File: config.mk
export PLATFORM = sky130hd
export DESIGN_NAME = gcd_issue_queue
export DESIGN_NICKNAME = d
export VERILOG_FILES = /design/src/rtl/gcd_pkg.sv /design/src/rtl/gcd_issue_fifo.sv /design/src/rtl/gcd_issue_queue.sv
export SDC_FILE = /design/constraint.sdc
export NUM_CORES = 1
export LEC_CHECK = 0
export CAP_MARGIN = 15
export CORE_AREA = 2 2 117 119
export CTS_BUF_LIST = sky130_fd_sc_hd__clkbuf_8
export DETAILED_ROUTE_END_ITERATION = 7
export DIE_AREA = 0 0 119 121
export PLACE_DENSITY_LB_ADDON = 0.3
export SLEW_MARGIN = 20
export SYNTH_ARGS = -nofsm -noshare
export SYNTH_HDL_FRONTEND = slang
export SYNTH_SLANG_ARGS = --single-unit
File: constraint.sdc
create_clock -name clk -period 3.3 [get_ports clk]
set_input_delay 0.495 -clock clk [delete_from_list [all_inputs] [get_ports clk]]
set_output_delay 0.495 -clock clk [all_outputs]
set_load 0.05 [all_outputs]
File: src/rtl/gcd_pkg.sv
// Shared types and constants for the GCD issue queue.
// The optional statistics counters are enabled with GCD_ISSUE_STATS_EN.
package gcd_pkg;

  localparam int unsigned GCD_W = 16;

  typedef enum logic {
    READY = 1'b0,
    BUSY  = 1'b1
  } issue_state_t;

  typedef struct packed {
    logic [GCD_W-1:0] A;
    logic [GCD_W-1:0] B;
  } gcd_operands_t;

endpackage

File: src/rtl/gcd_issue_fifo.sv
// Synchronous FIFO holding operand pairs for the GCD issue queue.
// Pointers wrap modulo DEPTH (a power of two); count ranges 0..DEPTH.
module gcd_issue_fifo #(
  parameter int unsigned WIDTH = 32,
  parameter int unsigned DEPTH = 4
) (
  input  logic                     clk,
  input  logic                     reset_n,
  input  logic                     push,
  input  logic [WIDTH-1:0]         push_data,
  input  logic                     pop,
  output logic [WIDTH-1:0]         head,
  output logic                     full,
  output logic                     empty,
  output logic [$clog2(DEPTH):0]   count
);

  localparam int unsigned AW = $clog2(DEPTH);
  localparam int unsigned CW = $clog2(DEPTH) + 1;

  logic [WIDTH-1:0] mem [DEPTH];
  logic [AW-1:0]    wr_ptr;
  logic [AW-1:0]    rd_ptr;
  logic             do_push;
  logic             do_pop;

  assign full    = (count == CW'(DEPTH));
  assign empty   = (count == '0);
  assign do_push = push && !full;
  assign do_pop  = pop && !empty;
  assign head    = mem[rd_ptr];

  always_ff @(posedge clk or negedge reset_n) begin
    if (!reset_n) begin
      wr_ptr <= '0;
      rd_ptr <= '0;
      count  <= '0;
    end else begin
      if (do_push) wr_ptr <= wr_ptr + AW'(1);
      if (do_pop)  rd_ptr <= rd_ptr + AW'(1);
      case ({do_push, do_pop})
        2'b10:   count <= count + CW'(1);
        2'b01:   count <= count - CW'(1);
        default: count <= count;
      endcase
    end
  end

  // Storage needs no reset: reset empties the FIFO through the pointers.
  always_ff @(posedge clk) begin
    if (do_push) mem[wr_ptr] <= push_data;
  end

endmodule

File: src/rtl/gcd_issue_queue.sv
// Buffers operand pairs and issues them one at a time to an idle GCD unit.
// Define GCD_ISSUE_STATS_EN to add the issued_count/completed_count outputs.
module gcd_issue_queue
  import gcd_pkg::*;
#(
  parameter int unsigned W     = GCD_W,
  parameter int unsigned DEPTH = 4
) (
  input  logic                   clk,
  input  logic                   reset_n,
  input  logic                   in_valid,
  output logic                   in_ready,
  input  logic [W-1:0]           in_bits_A,
  input  logic [W-1:0]           in_bits_B,
  output logic                   data_rdy,
  output logic [W-1:0]           operands_bits_A,
  output logic [W-1:0]           operands_bits_B,
  input  logic                   result_rdy,
  input  logic                   result_taken,
  output logic                   gcd_busy,
  output logic [$clog2(DEPTH):0] fifo_count
`ifdef GCD_ISSUE_STATS_EN
  ,
  output logic [31:0]            issued_count,
  output logic [31:0]            completed_count
`endif
);

  typedef struct packed {
    logic [W-1:0] A;
    logic [W-1:0] B;
  } entry_t;

  issue_state_t state;
  issue_state_t state_next;
  entry_t       push_entry;
  entry_t       head;
  logic         full;
  logic         empty;
  logic         issue;
  logic         take;

  assign push_entry = '{A: in_bits_A, B: in_bits_B};
  assign in_ready   = !full;
  assign gcd_busy   = (state == BUSY);
  assign take       = (state == BUSY) && result_rdy && result_taken;

  gcd_issue_fifo #(
    .WIDTH(2 * W),
    .DEPTH(DEPTH)
  ) u_fifo (
    .clk      (clk),
    .reset_n  (reset_n),
    .push     (in_valid),
    .push_data(push_entry),
    .pop      (issue),
    .head     (head),
    .full     (full),
    .empty    (empty),
    .count    (fifo_count)
  );

  always_comb begin
    state_next = state;
    issue      = 1'b0;
    case (state)
      READY: begin
        if (!empty) begin
          issue      = 1'b1;
          state_next = BUSY;
        end
      end
      BUSY: begin
        if (take) state_next = READY;
      end
      default: state_next = READY;
    endcase
  end

  always_ff @(posedge clk or negedge reset_n) begin
    if (!reset_n) begin
      state           <= READY;
      data_rdy        <= 1'b0;
      operands_bits_A <= '0;
      operands_bits_B <= '0;
    end else begin
      state    <= state_next;
      data_rdy <= issue;
      // Operands hold the last issued pair between strobes.
      if (issue) begin
        operands_bits_A <= head.A;
        operands_bits_B <= head.B;
      end
    end
  end

`ifdef GCD_ISSUE_STATS_EN
  always_ff @(posedge clk or negedge reset_n) begin
    if (!reset_n) begin
      issued_count    <= '0;
      completed_count <= '0;
    end else begin
      if (issue) issued_count    <= issued_count + 32'd1;
      if (take)  completed_count <= completed_count + 32'd1;
    end
  end
`endif

endmodule
; Word level (Yosys, flattened, before mapping)
; Memories as Yosys holds them, arrays and structs flattened. A register that Yosys moved wholly into a read port is not among the register bits.
; Cells that the tools add are included.
[classes]
eq_ne = 3
n_addsub = 4
bitwise_logic = 1
n_mux = 7
n_reduce_logical = 9
[op_table]
columns = cell, n
row1 = 3-bit case mux with 2 select lines, 1
row2 = 1-bit 2-to-1 mux, 5
row3 = "2-bit by 1-bit adder with 2-bit output, second input constant", 2
row4 = 1-bit logical AND, 4
row5 = "3-bit by 1-bit adder with 3-bit output, second input constant", 1
row6 = "3-bit equality test, second input constant", 1
row7 = 1-bit zero test, 3
row8 = 3-bit zero test, 1
row9 = "3-bit by 1-bit subtractor with 3-bit output, second input constant", 1
row10 = "2-bit by 1-bit equality test with 1-bit output, second input constant", 1
row11 = "2-bit equality test, second input constant", 1
row12 = 1-bit case mux with 2 select lines, 1
row13 = 2-bit nonzero test, 1
row14 = 1-bit inverter, 1
[word_totals]
memories = 1
in_bits = 37
ramBits = 128
output_inout_bits = 38
regBits = 9
[mem_list]
columns = memory, words, width, rd, rd_ports_with_merged_regs, wr, line
row1 = u_fifo.mem, 4, 32, 1, 1, 1, gcd_issue_fifo.sv:21  ; logic [WIDTH-1:0] mem [DEPTH];

; Logic depth before layout (Yosys ltp)
; Gate-level depths: netlist of the first run.
[logic_depth]
word_depth = 6
depth_mapped = 9

; Cells and area by module
; A second synthesis of the first run with hierarchy kept.
[hier_totals]
hier_cells = 278
area_unflattened_um2 = 6369.9
[by_module_without_submodules]
columns = mod, instances, cells_per_inst, area_per_inst_um2
row1 = gcd_issue_fifo, 1, 205, 5091.1
row2 = gcd_issue_queue, 1, 73, 1278.7

; Worst setup path before layout of the first run
; No wires, ideal clock.
[synth_timing]
path_type = reg-to-reg
startpoint = reg u_fifo.count[2]
endpoint = reg u_fifo.count[2]
synth_period_minus_slack_ns = 2.664
stages_incl_launch_ff = 10
arrival_ns = 2.582
setup_slack_ns = 0.636
required_ns = 3.218
path_buffers = 0
path_cell_list = dfrtp_1 or3b_1 and2_4 inv_1 ha_1 inv_1 fa_1 xor2_1 nor2_1 xor2_1
[synth_between]
elab_cells_between_ends = 14
classes_between = add/sub (2) / eq/ne (3) / mux (3) / reduce/logical (6)
[synth_lines]
columns = item, line
row1 = "start, declared", gcd_issue_fifo.sv:15  ; output logic [$clog2(DEPTH):0] count
row2 = "start signal, assigned", gcd_issue_fifo.sv:42  ; 2'b10: count <= count + CW'(1);
row3 = "start signal, assigned", gcd_issue_fifo.sv:43  ; 2'b01: count <= count - CW'(1);
row4 = "start signal, assigned", gcd_issue_fifo.sv:44  ; default: count <= count;
row5 = 3-bit equality test *, gcd_issue_fifo.sv:27  ; assign full = (count == CW'(DEPTH));
row6 = 1-bit zero test *, --
row7 = named net in_ready, gcd_issue_queue.sv:12  ; output logic in_ready,
row8 = 1-bit logical AND *, gcd_issue_fifo.sv:29  ; assign do_push = push && !full;
row9 = 2-bit by 1-bit equality test with 1-bit output or 2-bit equality test (tied branches), gcd_issue_fifo.sv:41  ; case ({do_push, do_pop})
row10 = 3-bit case mux with 2 select lines or 2-bit nonzero test (tied branches), --
; The timed path passes the listed nets; every way through them passes the cells marked *.
; A chain may end at the register's enable or synchronous reset.

; Worst setup path after layout of the first run
[layout_timing]
startpoint = reg u_fifo.count[1]
endpoint = out in_ready
[layout_between]
elab_chain_len = 2
[layout_rtl]
columns = item, line
row1 = 3-bit equality test, gcd_issue_fifo.sv:27
row2 = 1-bit zero test, gcd_issue_queue.sv:44  ; assign in_ready = !full;
row3 = "end, declared", gcd_issue_queue.sv:12
; Every way passes these cells.

==> metrics, run 1 <==
CP max FO=6; CTS Sinks=between 150 and 200; Crit-path slowest cell=clkdlybuf4s50_1; non-filler cells, final=551; Nets=slightly above 400; cts repair resizes=0; Die Span Y=between 100 and 150 µm; number of synthesized register bits=between 150 and 200; Rel. slew slack=41.4%; Static Leak=2.77 nW; CTS tree=built; Buf/Inv on CP=1; Reg power frac=41.9%; drt first pass iters=4; Max VDD drop=slightly above 600 µV; Final GP Congestion=0.705; switch share=34.3%; Layout Skew=0.0103 ns; Max H-tree Level=4; Fillers=a little over 900; post-synth top area cell=edfxtp_1; Cell variety after synth=25; core footprint=approximately 13000 µm²; pre-CTS setup slack=approximately 1.0 ns; Crit path required time=2.80 ns; GR Util All Layers=16.0%; ys flop type=edfxtp_1; Setup TNS=0 ns; Layout area overhead=20.9%; Clk pin slew, worst setup/hold paths=0.08 ns; # hold bufs at CTS=0; Worst Hold Slack=0.0573 ns; setup slack after layout=around 0.76 ns; Die W=119 µm; top cells by area, synth=edfxtp_1 60%, dfrtp_1 16%, mux4_2 9.9%, mux2_4 5.6%, mux4_1 1.6%; Worst Setup Start Kind=flip-flop; gate count after technology mapping=between 200 and 300; n_diodes=0; top-area cell type share of the netlist area=60.1%; layout cells sized above 1=27.2%; CP cell instances=or3b_1 -> clkdlybuf4s50_1; vias per cell=5.18; Port Buffer Count=74; Pint=a little over 5 mW; post-route antenna net violation count=0; CTS buffer count=17; vias in the first global route=about 3100; CP delay by family, top=buffers and inverters; remaining global-route overflow=0; CTS max path bufs=2; final hold vios=0; reg2reg end=u_fifo.count[2]; first-pass GRT wire length=16.8 mm; Initial DRC Count=189; Crit path largest cell delay=~0.73 ns; minimum clock period=2.54 ns; # IOs=75; Site Rows=42; R2R depth=9; fmax=394 MHz; post-layout util=roughly three fifths; RSZ-0062 raised after global routing=no; syn_area_per_cell=23.2 µm²; R2R Setup Slk=1.05 ns; Final setup viols=0; Wirelength per Cell=19.4 µm; Sw Pwr=2.69 mW; clk_lat worst skew=0.44 ns; Initial Utilization=48.9%; Clock power frac=19.1%; Worst-Margin Slew=0.879 ns; PD cells=between 1000 and 1500 nW/µm²; DIE AREA=14400 µm²; post-CTS setup buffers=0; Gate power share=39.0%; Pins Over Slew Limit=0; CP arrival=2.04 ns; largest net degree at the start of global routing=42; reg2reg start=u_fifo.count[1]; final wirelength=10.7 mm; CP Class=reg -> out; DP HPWL=6.27 mm; Tcrit/Tclk final=between 70% and 80%; post-synth net total=319; Via Count=roughly 2900; worst hold path type=in -> async; Worst setup EP type=primary output; drt drc=0; placed insts=~520; status=finished clean; max-capacitance violation count=0; Root Buffer=clkbuf_8; Async SR Flop Fraction=24.3%; EDFF count, synth=128; initial antenna violation count=0; Synthesis Warnings=0; synthesized area=6400 µm²; register area share after synthesis=76.1%
==> Yosys cell counts (2+ instances only) <==
cell type / count
clkbuf_1: 2
buf_4: 3
buf_6: 4
mux4_2: 28
buf_2: 2
dfrtp_1: 41
mux2_4: 24
and3_1: 4
mux4_1: 4
edfxtp_1: 128
mux2_2: 9
inv_1: 6
xnor2_1: 2
ha_1: 5
xor2_1: 4
==> per-layer routing <==
layer	routed length, µm	global-route usage [%]	part of all wire, %
met1	4780	21.2	45
met2	5240	25.1	49
met3	454	4.46	4.3
met4	183	6.77	1.7
met5	0	0	0
==> flip-flops by register name, indices dropped and copies added, names as in the netlist <==
| register | count |
|---|---|
| u_fifo.mem | 128 |
| data_rdy | 1 |
| gcd_busy | 1 |
| operands_bits_A | 16 |
| u_fifo.count | 3 |
| operands_bits_B | 16 |
| u_fifo.wr_ptr | 2 |
| u_fifo.rd_ptr | 2 |
==> metrics by stage <==
step | cell area, µm² | total power, mW
3_3_place_gp | 7310 | 6.39
2_1_floorplan | 6400 | 5.54
6_report | 7730 | 7.85
5_1_grt | 7730 | 8.22
4_1_cts | 7730 | 7.96
3_5_place_dp | 7310 | 6.44
==> power by group through the flow <==
stage / logic, mW / registers, mW / clock network [mW]
2_1_floorplan: 1.58 / 3.96 / 0
4_1_cts: 3.11 / 3.31 / 1.53
3_3_place_gp: 3.07 / 3.32 / 0
3_5_place_dp: 3.09 / 3.35 / 0
6_report: 3.06 / 3.29 / 1.50
5_1_grt: 3.24 / 3.37 / 1.61
==> final cells by class <==
type	instances	area [µm²]	share of cell area, %
clock buffer	21	289	3.74
tap	176	220	2.85
timing repair buffer	78	768	9.94
multi-input combinational	90	1430	18.5
clock inverter	11	130	1.68
sequential	169	4870	63.0
inverter	6	22.5	0.291
==> cells by family (layout without fill, tap and decap cells) <==
| group | Yosys count | count (layout) | synth area share (%) |
|---|---|---|---|
| flops | 169 | 169 | 76.1 |
| buf+inv | 17 | 116 | 1.68 |
| fa+ha+maj | 6 | 6 | 1.29 |
| xor+xnor | 6 | 6 | 0.822 |
| mux | 66 | 66 | 18.9 |
| simple gates | 11 | 11 | 1.08 |
| compound gates | 1 | 1 | 0.117 |
==> cell usage in the layout, fill, tap and decap left out, drive strengths merged, types with 4 or more instances in the layout <==
cell type,Yosys,layout
clkbuf,2,21
mux2,33,33
edfxtp,128,128
ha,5,5
buf,9,5
xor2,4,4
inv,6,10
dfrtp,41,41
and3,4,4
mux4,32,32
clkdlybuf4s50,0,73
==> how the worst max path moves through the flow <==
stage,end,start,cells past startpoint,slack [ns]
3_3_place_gp,u_fifo.count[2],in_valid,9,1.06
5_1_grt,in_ready,u_fifo.count[0],2,0.69
6_report,in_ready,u_fifo.count[1],2,0.76
2_1_floorplan,u_fifo.count[2],u_fifo.count[2],9,0.64
3_5_place_dp,u_fifo.count[2],in_valid,9,1.02
4_1_cts,in_ready,u_fifo.count[1],2,0.72
==> worst register-to-register path, cell delays in order (launching register included) <==
cell and delay [ns]:
dfrtp_1 0.41, or3b_1 0.46, and2_4 0.21, inv_1 0.05, ha_1 0.18, inv_1 0.07
fa_1 0.38, xor2_1 0.16, nor2_1 0.11, xor2_1 0.15
Power figures use the tool's default switching activity.
==> inputs of run 2 (changes only) <==
Clock period 3.3 ns to 2.65 ns, I/O delays scaled along.
==> run 2 against run 1 <==
  * Routed wire length is 1.0% lower
  * Non-clock buffer count is 6 higher
  * Clock skew is 0.0038 ns lower
  * First-iteration DRC count is 14% lower
  * Design area is 1.1% higher
  * Sequential cell count stayed put
  * Cell count is 1.1% higher
  * Combinational power is 26% higher
  * Total power is 26% higher
  * Clock power is 32% higher
  * Hold slack better by 0.41 ns
  * Utilization is 0.68 points higher
  * Critical path type unchanged
  * Largest power group unchanged
==> metrics, run 2 (synthesized netlist as in run 1, its figures left out) <==
Worst-Margin Slew=0.877 ns (was 0.879 ns); Most flops, register=u_fifo.mem (unchanged); clk_lat worst skew=0.45 ns (was 0.44 ns); core footprint=13100 µm² (unchanged); Crit-path slowest cell=clkdlybuf4s50_1 (unchanged); vias in the first global route=3000 (was 3053); RSZ-0062 raised after global routing=no (unchanged); Nets=411 (was 405); Root Buffer=clkbuf_8 (unchanged); final hold vios=0 (unchanged); max-capacitance violation count=0 (unchanged); Buf/Inv on CP=1 (unchanged); Sequential cell area=4870 µm² (unchanged); status=finished clean (unchanged); CTS buffer count=17 (unchanged); Initial DRC Count=163 (was 189); Final setup viols=0 (unchanged); Die Span Y=121 µm (unchanged); Worst Setup Start Kind=flip-flop (unchanged); setup slack after layout=0.229 ns (was 0.761 ns); CP max FO=6 (unchanged); DIE AREA=14400 µm² (unchanged); Initial Utilization=48.9% (unchanged); area occupied by multi-input gates=1430 µm² (about the same); # IOs=75 (unchanged); Max H-tree Level=4 (unchanged); Rel. slew slack=41.5% (was 41.4%); Tcrit/Tclk final=91.3%; post-layout util=59.8% (was 59.1%); CTS Sinks=169 (unchanged); CP arrival=2.02 ns (was 2.04 ns); pre-CTS setup slack=0.436 ns (was 1.02 ns); Wirelength per Cell=18.9 µm (was 19.4 µm); Pins Over Slew Limit=0 (unchanged); Tot Pwr=9.92 mW (was 7.85 mW); CP cell instances=or3b_4 -> clkdlybuf4s50_1 (was or3b_1 -> clkdlybuf4s50_1); Static Leak=2.79 nW (was 2.77 nW); Die W=119 µm (unchanged); Layout Skew=0.00654 ns (was 0.0103 ns); Clk pin slew, worst setup/hold paths=0.09 ns (was 0.08 ns); CTS tree=built (unchanged); Fillers=927 (was 918); drt drc=0 (unchanged); PD cells=1270 nW/µm² (was 1020 nW/µm²); reg2reg end=u_fifo.count[2] (unchanged); R2R Setup Slk=0.45 ns (was 1.05 ns); Setup TNS=0 ns (unchanged); max FFs per register=128 (unchanged); first-pass GRT wire length=16.3 mm (was 16.8 mm); fmax=413 MHz; R2R depth=9 (unchanged); commonest non-fill, non-tap cell in the layout=edfxtp_1 (unchanged); finished layout cell area=7820 µm² (was 7730 µm²); final wirelength=10.6 mm (was 10.7 mm); n_diodes=0 (unchanged); area post-placement=7360 µm² (was 7310 µm²); Max VDD drop=670 µV (was 605 µV); biggest regs=u_fifo.mem (128), operands_bits_A (16), operands_bits_B (16) (unchanged); worst hold path type=in -> async (unchanged); vias per cell=5.23 (was 5.18); reg2reg start=u_fifo.count[0] (was u_fifo.count[1]); CP Class=reg -> out (unchanged); Final GP Congestion=0.790 (was 0.705); Port Buffer Count=74 (unchanged); Crit path largest cell delay=0.72 ns (was 0.73 ns); post-route antenna net violation count=0 (unchanged); Layout area overhead=22.3% (was 20.9%); Worst setup EP type=primary output (unchanged); CTS max path bufs=2 (unchanged); drt first pass iters=4 (unchanged); layout cells sized above 1=29.4% (was 27.2%); minimum clock period=2.42 ns; Via Count=2913 (was 2853); most frequent cells in the layout=128 x edfxtp_1, 73 x clkdlybuf4s50_1, 39 x dfrtp_1 (unchanged); remaining global-route overflow=0 (unchanged); GR Util All Layers=15.8% (was 16.0%); DP HPWL=6.15 mm (was 6.27 mm); post-CTS setup buffers=0 (unchanged); initial antenna violation count=0 (unchanged); CP delay by family, top=buffers and inverters (unchanged); Site Rows=42 (unchanged); largest net degree at the start of global routing=36 (was 42); Crit path required time=2.25 ns (was 2.80 ns)
==> run 2: changes by cell type in the layout (fill, tap and decap cells not counted), sizes merged <==
cell         delta
bufinv          +1
clkinvlp        +2
dlygate4sd3     +1
buf             +5
clkbuf          -4
inv             +1
==> run 2: cell type report <==
cell class / count / share of cell area [%]
clock buffer: 17 / 2.99
clock inverter: 15 / 2.74
inverter: 6 / 0.288
multi-input combinational: 90 / 18.3
sequential: 169 / 62.3
tap: 176 / 2.82
timing repair buffer: 84 / 10.6
==> run 2: worst register-to-register path, delay by kind of cell, from the launching register on <==
kind / cells / cell delay [ns]
xor gates and xnor gates: 2 / 0.31
adders and majority gates: 2 / 0.55
buffers and inverters: 2 / 0.13
DFF: 1 / 0.44
and+or+nand+nor: 3 / 0.73
==> run 2: where the power goes <==
group          switching [mW]  internal (mW)  leakage (nW)
Combinational            2.05           1.81         0.930
Sequential              0.451           3.63          1.65
Clock                   0.939           1.05         0.212
Total                    3.44           6.49          2.79
==> run 2: stage by stage <==
| stage | cells | hold slack [ns] |
|---|---|---|
| 2_1_floorplan | 276 | 0.102 |
| 3_3_place_gp | 524 | 0.426 |
| 3_5_place_dp | 524 | 0.434 |
| 4_1_cts | 557 | 0.475 |
| 5_1_grt | 557 | 0.499 |
| 6_report | 557 | 0.466 |
==> run 2: what timing repair did <==
| item | 4_1_cts | 5_1_grt |
|---|---|---|
| resized for setup | 0 | 0 |
| hold endpoints to repair | 20 | 0 |
| hold buffers | 1 | 0 |
==> run 2: worst max path at each step <==
stage | slack (ns) | start | end | cells after the start
floorplan | 0.17 | u_fifo.count[2] | u_fifo.count[2] | 9
global placement | 0.51 | in_valid | u_fifo.count[2] | 9
detailed placement | 0.44 | in_valid | u_fifo.count[2] | 9
CTS | 0.20 | u_fifo.count[0] | in_ready | 2
global route | 0.17 | u_fifo.count[1] | in_ready | 2
finish | 0.23 | u_fifo.count[0] | in_ready | 2
==> run 2: per-layer routing <==
layer	wire length, µm	global-route usage (%)	up-vias
met5	0	0	-
met3	375	4.65	15
met4	179	6.25	0
met2	5530	27.0	54
met1	4470	18.9	1555
li1	-	-	1289
==> inputs of run 3 (changes only) <==
Settings changed: CORE_AREA 2 2 117 119 to 3 3 118 120, DIE_AREA 0 0 119 121 to 0 0 121 123.
==> run 3 against run 2 <==
  * The flow now finishes with violations (hold timing)
  * Count of clock-buffer cells in the layout grew 4
  * Hold slack lost 0.47 ns
  * Cell count shrank 0.36%
  * Non-clock buffer count shrank 2
  * Total power shrank 3.0%
  * Fmax grew 0.30%
  * Design area shrank 1.1%
  * Die area grew 3.4%
  * Critical endpoint unchanged
==> metrics, run 3 (synthesized netlist as in run 1, its figures left out) <==
first-pass GRT wire length=16.8 mm (was 16.3 mm); # hold bufs at CTS=0 (was 1); setup slack after layout=0.237 ns (was 0.229 ns); drt first pass iters=4 (unchanged); final wirelength=10.7 mm (was 10.6 mm); CP Class=reg -> out (unchanged); Fillers=957 (was 927); placed insts=523 (was 524); clk_lat worst skew=0.44 ns (was 0.45 ns); CP max FO=6 (unchanged); GR Util All Layers=15.7% (was 15.8%); Pins Over Slew Limit=0 (unchanged); Initial DRC Count=192 (was 163); Worst-Margin Slew=0.860 ns (was 0.877 ns); Wirelength per Cell=19.3 µm (was 18.9 µm); reg2reg start=u_fifo.count[0] (unchanged); initial antenna violation count=0 (unchanged); Crit path required time=2.25 ns (about the same); Static Leak=2.78 nW (was 2.79 nW); pre-CTS setup slack=0.395 ns (was 0.436 ns); Nets=409 (was 411); CTS buffer count=17 (unchanged); Die Span Y=123 µm (was 121 µm); Most flops, register=u_fifo.mem (unchanged); worst hold path type=in -> async (unchanged); max FFs per register=128 (unchanged); final hold vios=7 (was 0); layout cells sized above 1=28.5% (was 29.4%); commonest non-fill, non-tap cell in the layout=edfxtp_1 (unchanged); largest net degree at the start of global routing=36 (unchanged); core footprint=13100 µm² (unchanged); post-CTS setup buffers=0 (unchanged); vias in the first global route=3066 (was 3000); Via Count=2871 (was 2913); non-filler cells, final=555 (was 557); Setup TNS=0 ns (unchanged); Layout Skew=0.00625 ns (was 0.00654 ns); CP Launch Point=u_fifo.count[0] (unchanged); remaining global-route overflow=0 (unchanged); Layout area overhead=20.9% (was 22.3%); Initial Utilization=48.9% (unchanged); Max H-tree Level=4 (unchanged); Tcrit/Tclk final=91.1% (was 91.3%); Site Rows=42 (unchanged); Max VDD drop=552 µV (was 670 µV); Root Buffer=clkbuf_8 (unchanged); CTS max path bufs=2 (unchanged); n_diodes=0 (unchanged); Die W=121 µm (was 119 µm); fmax=414 MHz (was 413 MHz); Final GP Congestion=0.711 (was 0.790); CTS tree=built (unchanged); status=finished with violations (was finished clean); CP arrival=2.02 ns (about the same); Rel. slew slack=42.7% (was 41.5%); DIE AREA=14900 µm² (was 14400 µm²); most frequent cells in the layout=128 x edfxtp_1, 73 x clkdlybuf4s50_1, 39 x dfrtp_1 (unchanged); Clk pin slew, worst setup/hold paths=0.08 ns (was 0.09 ns); RSZ-0062 raised after global routing=no (unchanged); vias per cell=5.17 (was 5.23); DP HPWL=6.27 mm (was 6.15 mm); cts repair resizes=0 (unchanged); biggest regs=u_fifo.mem (128), operands_bits_A (16), operands_bits_B (16) (unchanged); post-route antenna net violation count=0 (unchanged); Worst setup EP type=primary output (unchanged); area post-placement=7370 µm² (was 7360 µm²); # IOs=75 (unchanged); max-capacitance violation count=0 (unchanged); Worst Setup Start Kind=flip-flop (unchanged); minimum clock period=2.41 ns (was 2.42 ns); CTS Sinks=169 (unchanged); Port Buffer Count=74 (unchanged); PD cells=1240 nW/µm² (was 1270 nW/µm²); finished layout cell area=7730 µm² (was 7820 µm²); failing checks=hold timing; Final setup viols=0 (unchanged); drt drc=0 (unchanged); Worst Hold Slack=-0.00266 ns (was 0.466 ns)
[run 3: cell count changes in the layout (fill, tap and decap cells not counted), sizes merged]
cell / previous run / this run
bufinv: 4 / 1
clkinvlp: 4 / 1
clkbuf: 17 / 21
clkinv: 2 / 7
buf: 10 / 9
inv: 11 / 8
dlygate4sd3: 1 / 0
[run 3: final cells by class]
cell class,count,area (µm²),area share [%]
Clock buffer,21,289,3.74
Clock inverter,11,78.8,1.02
Inverter,6,22.5,0.291
Multi-Input combinational cell,90,1430,18.5
Sequential cell,169,4870,63.0
Tap cell,176,220,2.85
Timing Repair Buffer,82,821,10.6
[run 3: where the power goes]
group / internal (mW) / leakage [nW] / switching [mW]
Combinational: 1.83 / 0.926 / 2.07
Clock: 0.822 / 0.201 / 0.836
Sequential: 3.63 / 1.65 / 0.441
[run 3: worst max-delay path, stage by stage (launching register included)]
cell and delay, ns:
dfrtp_1 0.43, or3b_4 0.43, clkdlybuf4s50_1 0.72
[run 3: worst paths after layout]
kind	endpoint	slack [ns]	cells past startpoint
worst max-delay path	in_ready	0.24	2
worst min-delay path	operands_bits_B[2]	-0.003	1
worst max register to register	u_fifo.count[2]	0.40	9
worst min register to register	operands_bits_B[13]	0.51	1
max in group asynchronous	operands_bits_B[8]	1.97	2
min in group clk	operands_bits_B[13]	0.51	1
[run 3: per-stage QoR]
step	utilization, %	power, mW
2_1_floorplan	-	6.91
3_3_place_gp	56.3	8.00
3_5_place_dp	56.3	8.10
4_1_cts	59.1	9.76
5_1_grt	59.1	10.1
6_report	59.1	9.63
[run 3: per-layer routing]
layer | up-vias | GRT usage (%) | routed length (µm) | part of all wire (%)
li1 | 1279 | - | - | -
met1 | 1509 | 20.3 | 4590 | 43
met2 | 65 | 25.2 | 5460 | 51
met3 | 18 | 4.71 | 472 | 4.4
met4 | 0 | 6.16 | 195 | 1.8
met5 | - | 0 | 0 | 0
==> variant 1 (flow settings as in run 2) <==
The package constant `GCD_W` goes from 16 to 18.
--- a/src/rtl/gcd_pkg.sv
+++ b/src/rtl/gcd_pkg.sv
@@ -2,7 +2,7 @@
 // The optional statistics counters are enabled with GCD_ISSUE_STATS_EN.
 package gcd_pkg;
 
-  localparam int unsigned GCD_W = 16;
+  localparam int unsigned GCD_W = 18;
 
   typedef enum logic {
     READY = 1'b0,
Interface: changed (resized in_bits_A, in_bits_B, operands_bits_A and operands_bits_B); port bits go from 75 to 83. No check against the original RTL was run, so the function may have changed too.
==> variant 1 against run 2 <==
- sequential cell count rose by 20
- largest power group unchanged
- count of clock-buffer cells in the layout rose by 5
- clock skew rose by 0.0017 ns
- largest cell class unchanged
- critical endpoint unchanged
- worst setup slack got worse by 0.0063 ns
- combinational power rose by 9.3%
- total power rose by 6.6%
- wire length rose by 12%
- first-iteration DRC count rose by 45%
- critical path type unchanged
- synthesized area rose by 10%
- design area rose by 9.7%
- synthesized cell count rose by 11%
- die area did not move
- worst hold slack improved by 0.048 ns
==> variant 1: results (changes against run 2) <==
\begin{tabular}{lr}
\hline
Metric & Value \\
\hline
\multicolumn{2}{l}{\textbf{Outcome}} \\
\quad Run status & completed \\
\multicolumn{2}{l}{\textbf{Place}} \\
\quad Cell area after placement & 8170 sq um (+11\%) \\
\quad Detailed placer's ending HPWL & 7280 um (+18\%) \\
\quad Post-Place Setup Slack & 0.402 ns (-0.0342 ns) \\
\quad Count of placed standard cells including taps & 564 (+7.6\%) \\
\multicolumn{2}{l}{\textbf{Detailed routing}} \\
\quad Via count & 3,234 (+11\%) \\
\quad Post-detailed-route wirelength per cell & 19.9 um (+4.9\%) \\
\quad Number of DRC markers in iteration 0 & 237 (+45\%) \\
\multicolumn{2}{l}{\textbf{Power}} \\
\quad Power density normalized to cell area & 1230 nW/um\^{}2 (-2.8\%) \\
\quad Power dissipated by switching net loads & 3.65 mW (+6.2\%) \\
\quad Peak VDD IR & 0.712 mV (+6.2\%) \\
\quad Proportion of power drawn by combinational gates & 39.9\% (+1.0 points) \\
\quad Clock power share & 17.4\% (-2.6 points) \\
\multicolumn{2}{l}{\textbf{Global routing}} \\
\quad First-pass GRT wire length & 18,600 um (+14\%) \\
\quad GRT Overall Usage & 17.6\% (+1.8 points) \\
\multicolumn{2}{l}{\textbf{Synth}} \\
\quad Compound-cell area share of the yosys netlist & 0.107\% (-0.011 points) \\
\quad Share of the synthesized netlist area taken by xor and xnor gates & 0.746\% (-0.075 points) \\
\quad Post-synthesis cell count & 305 (+11\%) \\
\quad Dominant cells by area after synthesis & edfxtp\_1 61\%, dfrtp\_1 16\%, mux4\_2 11\%, mux2\_2 5.0\%, mux2\_4 1.3\% \\
\quad Adder-cell area share of the yosys netlist & 1.17\% (-0.12 points) \\
\quad Count of flip-flops with a built-in enable after synthesis & 144 (+13\%) \\
\quad Sequential share of the synthesized area & 77.4\% (+1.3 points) \\
\quad Most numerous cell types in the synthesized netlist & 144 x edfxtp\_1, 45 x dfrtp\_1, 35 x mux4\_2, 31 x mux2\_2, 8 x buf\_2 \\
\quad Synthesized net count & 352 (+10\%) \\
\quad Portion of netlist area occupied by mux cells & 17.9\% (-0.93 points) \\
\multicolumn{2}{l}{\textbf{Cells and area}} \\
\quad Fraction of layout cells with a size suffix above 1 & 28.7\% (-0.66 points) \\
\quad Largest registers in the final layout & u\_fifo.mem (144), operands\_bits\_A (18), operands\_bits\_B (18) \\
\multicolumn{2}{l}{\textbf{Timing}} \\
\quad Clock skew & 0.00828 ns (+0.00174 ns) \\
\quad Final worst path period need & 2.43 ns (+0.00630 ns) \\
\quad Worst-case hold slack & 0.514 ns (+0.0481 ns) \\
\multicolumn{2}{l}{\textbf{Min path}} \\
\quad Worst Hold Class & reg -> reg \\
\hline
\end{tabular}
[variant 1: cell types whose count changed in the layout (fill, tap and decap cells not counted), sizes merged, moves of 4 or more]
cell / change
mux4: +4
buf: +4
clkbuf: +5
edfxtp: +16
mux2: +4
clkdlybuf4s50: +8
dfrtp: +4
[variant 1: area by class of cell]
class                      instances  share of cell area [%]
clock buffer                      22                    3.53
clock inverter                    10                    1.12
tap                              176                    2.57
timing repair buffer              96                    11.6
multi-input combinational         98                    17.3
inverter                           6                   0.263
sequential                       189                    63.6
[variant 1: layer usage]
metal	part of all wire (%)	up-vias	routed length (um)	global-route usage, %
met5	0	-	0	0
met4	1.4	0	171	6.10
met3	4.7	17	556	3.90
met2	53	87	6270	30.4
met1	41	1698	4880	22.2
li1	-	1432	-	-
[variant 1: critical path: stages (launching register included)]
cell and delay (ns):
dfrtp_1 0.44, or3b_4 0.42, clkdlybuf4s50_1 0.73
==> variant 2 (flow settings as in run 2) <==
Without the edit above. Put a register stage on the output `fifo_count`, cleared by the reset. The value now appears one clock later. The other outputs are not delayed to match.
--- a/src/rtl/gcd_issue_queue.sv
+++ b/src/rtl/gcd_issue_queue.sv
@@ -31,6 +31,8 @@
     logic [W-1:0] B;
   } entry_t;
 
+  logic [$clog2(DEPTH):0] fifo_count_d;
+
   issue_state_t state;
   issue_state_t state_next;
   entry_t       push_entry;
@@ -57,7 +59,7 @@
     .head     (head),
     .full     (full),
     .empty    (empty),
-    .count    (fifo_count)
+    .count    (fifo_count_d)
   );
 
   always_comb begin
@@ -106,4 +108,12 @@
   end
 `endif
 
+  always_ff @(posedge clk or negedge reset_n) begin
+    if (!reset_n) begin
+      fifo_count <= '0;
+    end else begin
+      fifo_count <= fifo_count_d;
+    end
+  end
+
 endmodule
Check against the original RTL: not equivalent (Yosys sat finds a counterexample within 4 cycles, from zero or initial values and one cycle with reset_n low).
==> variant 2 against run 2 <==
- via count grew 0.24%
- synthesized area is 1.2% higher
- sequential share of layout area decreased by 0.13 points
- sequential cell count grew 3
- critical path depth is the same
- worst setup slack got worse by 0.028 ns
- global-route usage shrank 0.061 points
- critical path type unchanged
- wire length increased by 1.2%
- clock power is 6% higher
- total power up 2.2%
- synthesized cell count grew 1.1%
- design area rose by 1.8%
==> variant 2: results (changes against run 2) <==
\begin{tabular}{lr}
\hline
Metric & Value \\
\hline
\multicolumn{2}{l}{\textbf{Outcome}} \\
\quad Run status & completed \\
\multicolumn{2}{l}{\textbf{Place}} \\
\quad Detailed placer's ending HPWL & 6660 um (+8.2\%) \\
\quad Routability Congestion & 0.682 (-14\%) \\
\quad Cell area after placement & 7470 sq um (+1.5\%) \\
\quad Count of placed standard cells including taps & 529 (+0.95\%) \\
\multicolumn{2}{l}{\textbf{Global routing}} \\
\quad First-pass GRT wire length & 16,400 um (+0.93\%) \\
\quad Number of global-route vias before repair & 3,109 (+3.6\%) \\
\quad Met2 usage & 26.2\% (-0.79 points) \\
\quad GRT Overall Usage & 15.7\% (-0.061 points) \\
\quad Global routing usage on met3 & 3.90\% (-0.75 points) \\
\quad Global-route track usage on met1 & 19.8\% (+0.90 points) \\
\multicolumn{2}{l}{\textbf{Power}} \\
\quad Peak VDD IR & 0.641 mV (-4.4\%) \\
\quad P\_leak & 2.86 nW (+2.5\%) \\
\multicolumn{2}{l}{\textbf{CTS}} \\
\quad Skew-Pair Late Insertion Delay & about 0.44 ns \\
\multicolumn{2}{l}{\textbf{Synth}} \\
\quad Number of different library cells in the post-synthesis netlist & 25 (unchanged) \\
\quad Sequential share of the synthesized area & 76.4\% (+0.28 points) \\
\quad Dominant cells by area after synthesis & edfxtp\_1 59\%, dfrtp\_1 17\%, mux4\_2 9.7\%, mux2\_4 5.6\%, mux4\_1 1.6\% \\
\quad Synthesized net count & 322 (+0.94\%) \\
\quad Most numerous cell types in the synthesized netlist & 128 x edfxtp\_1, 44 x dfrtp\_1, 28 x mux4\_2, 24 x mux2\_4, 9 x mux2\_2 \\
\quad Post-synthesis cell count & 279 (+1.1\%) \\
\multicolumn{2}{l}{\textbf{Cells and area}} \\
\quad Fill cell count & 920 (-0.76\%) \\
\quad Fraction of layout cells with a size suffix above 1 & 28.8\% (-0.64 points) \\
\quad Final layout net count & 416 (+1.2\%) \\
\quad Non-filler instance count after layout & 562 (+0.90\%) \\
\multicolumn{2}{l}{\textbf{Detailed routing}} \\
\quad Number of DRC markers in iteration 0 & 153 (-6.1\%) \\
\quad Sum of routed wire length over all layers & 10,700 um (+1.2\%) \\
\quad Via count & 2,920 (+0.24\%) \\
\multicolumn{2}{l}{\textbf{Timing}} \\
\quad Slew of the pin with the lowest slew margin & 0.638 ns (-0.239 ns) \\
\quad Clock skew & 0.00787 ns (+0.00133 ns) \\
\hline
\end{tabular}
variant 2: path summary, 6_finish.rpt:
check	from	end	slack, ns	cells past startpoint
worst max-delay path	u_fifo.count[0]$_DFFE_PN0P_	in_ready	0.20	2
worst min-delay path	reset_n	operands_bits_B[2]$_DFFE_PN0P_	0.38	2
worst max register to register	u_fifo.count[0]$_DFFE_PN0P_	u_fifo.count[2]$_DFFE_PN0P_	0.39	9
worst min register to register	u_fifo.count[1]$_DFFE_PN0P_	fifo_count[1]$_DFF_PN0_	0.44	0
max in group asynchronous	reset_n	operands_bits_A[5]$_DFFE_PN0P_	1.66	3
min in group clk	u_fifo.count[1]$_DFFE_PN0P_	fifo_count[1]$_DFF_PN0_	0.44	0
variant 2: logic make-up (layout without fill, tap and decap cells):
logic type	count (synthesis)	in the layout	synth area share, %
AO/OA/AOI/OAI	1	1	0.116
XOR/XNOR	6	6	0.812
adder cells (fa/ha/maj)	6	6	1.28
buffers and inverters	17	124	1.66
flip-flops	172	172	76.4
multiplexers	66	66	18.7
AND/OR/NAND/NOR	11	11	1.06
variant 2: timing repair:
| item | 4_1_cts | 5_1_grt |
|---|---|---|
| endpoints found under the hold margin | 11 | 0 |
| setup buffers | 0 | 0 |
| hold buffers | 1 | 0 |
variant 2: layer usage:
metal / vias up / wire length, um
met5: - / 0
met4: 0 / 158
met3: 15 / 600
met2: 86 / 5480
met1: 1523 / 4440
li1: 1296 / -
variant 2: critical path: stages (launching register included):
cell and delay (ns):
dfrtp_1 0.43, or3b_1 0.44, clkdlybuf4s50_1 0.73
variant 2: cell type report:
type / instances / area [sq um] / area share [%]
Sequential cell: 172 / 4950 / 62.2
Clock buffer: 18 / 248 / 3.11
Inverter: 6 / 22.5 / 0.283
Timing Repair Buffer: 86 / 866 / 10.9
Tap cell: 176 / 220 / 2.77
Multi-Input combinational cell: 90 / 1430 / 18.0
Clock inverter: 14 / 225 / 2.83
variant 2: power by group:
| group | internal [mW] | switching [mW] |
|---|---|---|
| Combinational | 1.82 | 2.18 |
| Clock | 1.23 | 0.874 |
| Sequential | 3.70 | 0.335 |
variant 2: metrics by stage:
step | util [%] | setup slack [ns] | power (mW)
finish | 60.8 | 0.201 | 10.1
global route | 60.8 | 0.151 | 10.6
CTS | 60.8 | 0.175 | 10.3
detailed placement | 57.1 | 0.433 | 8.16
global placement | 57.1 | 0.476 | 8.08
floorplan | - | 0.280 | 6.98
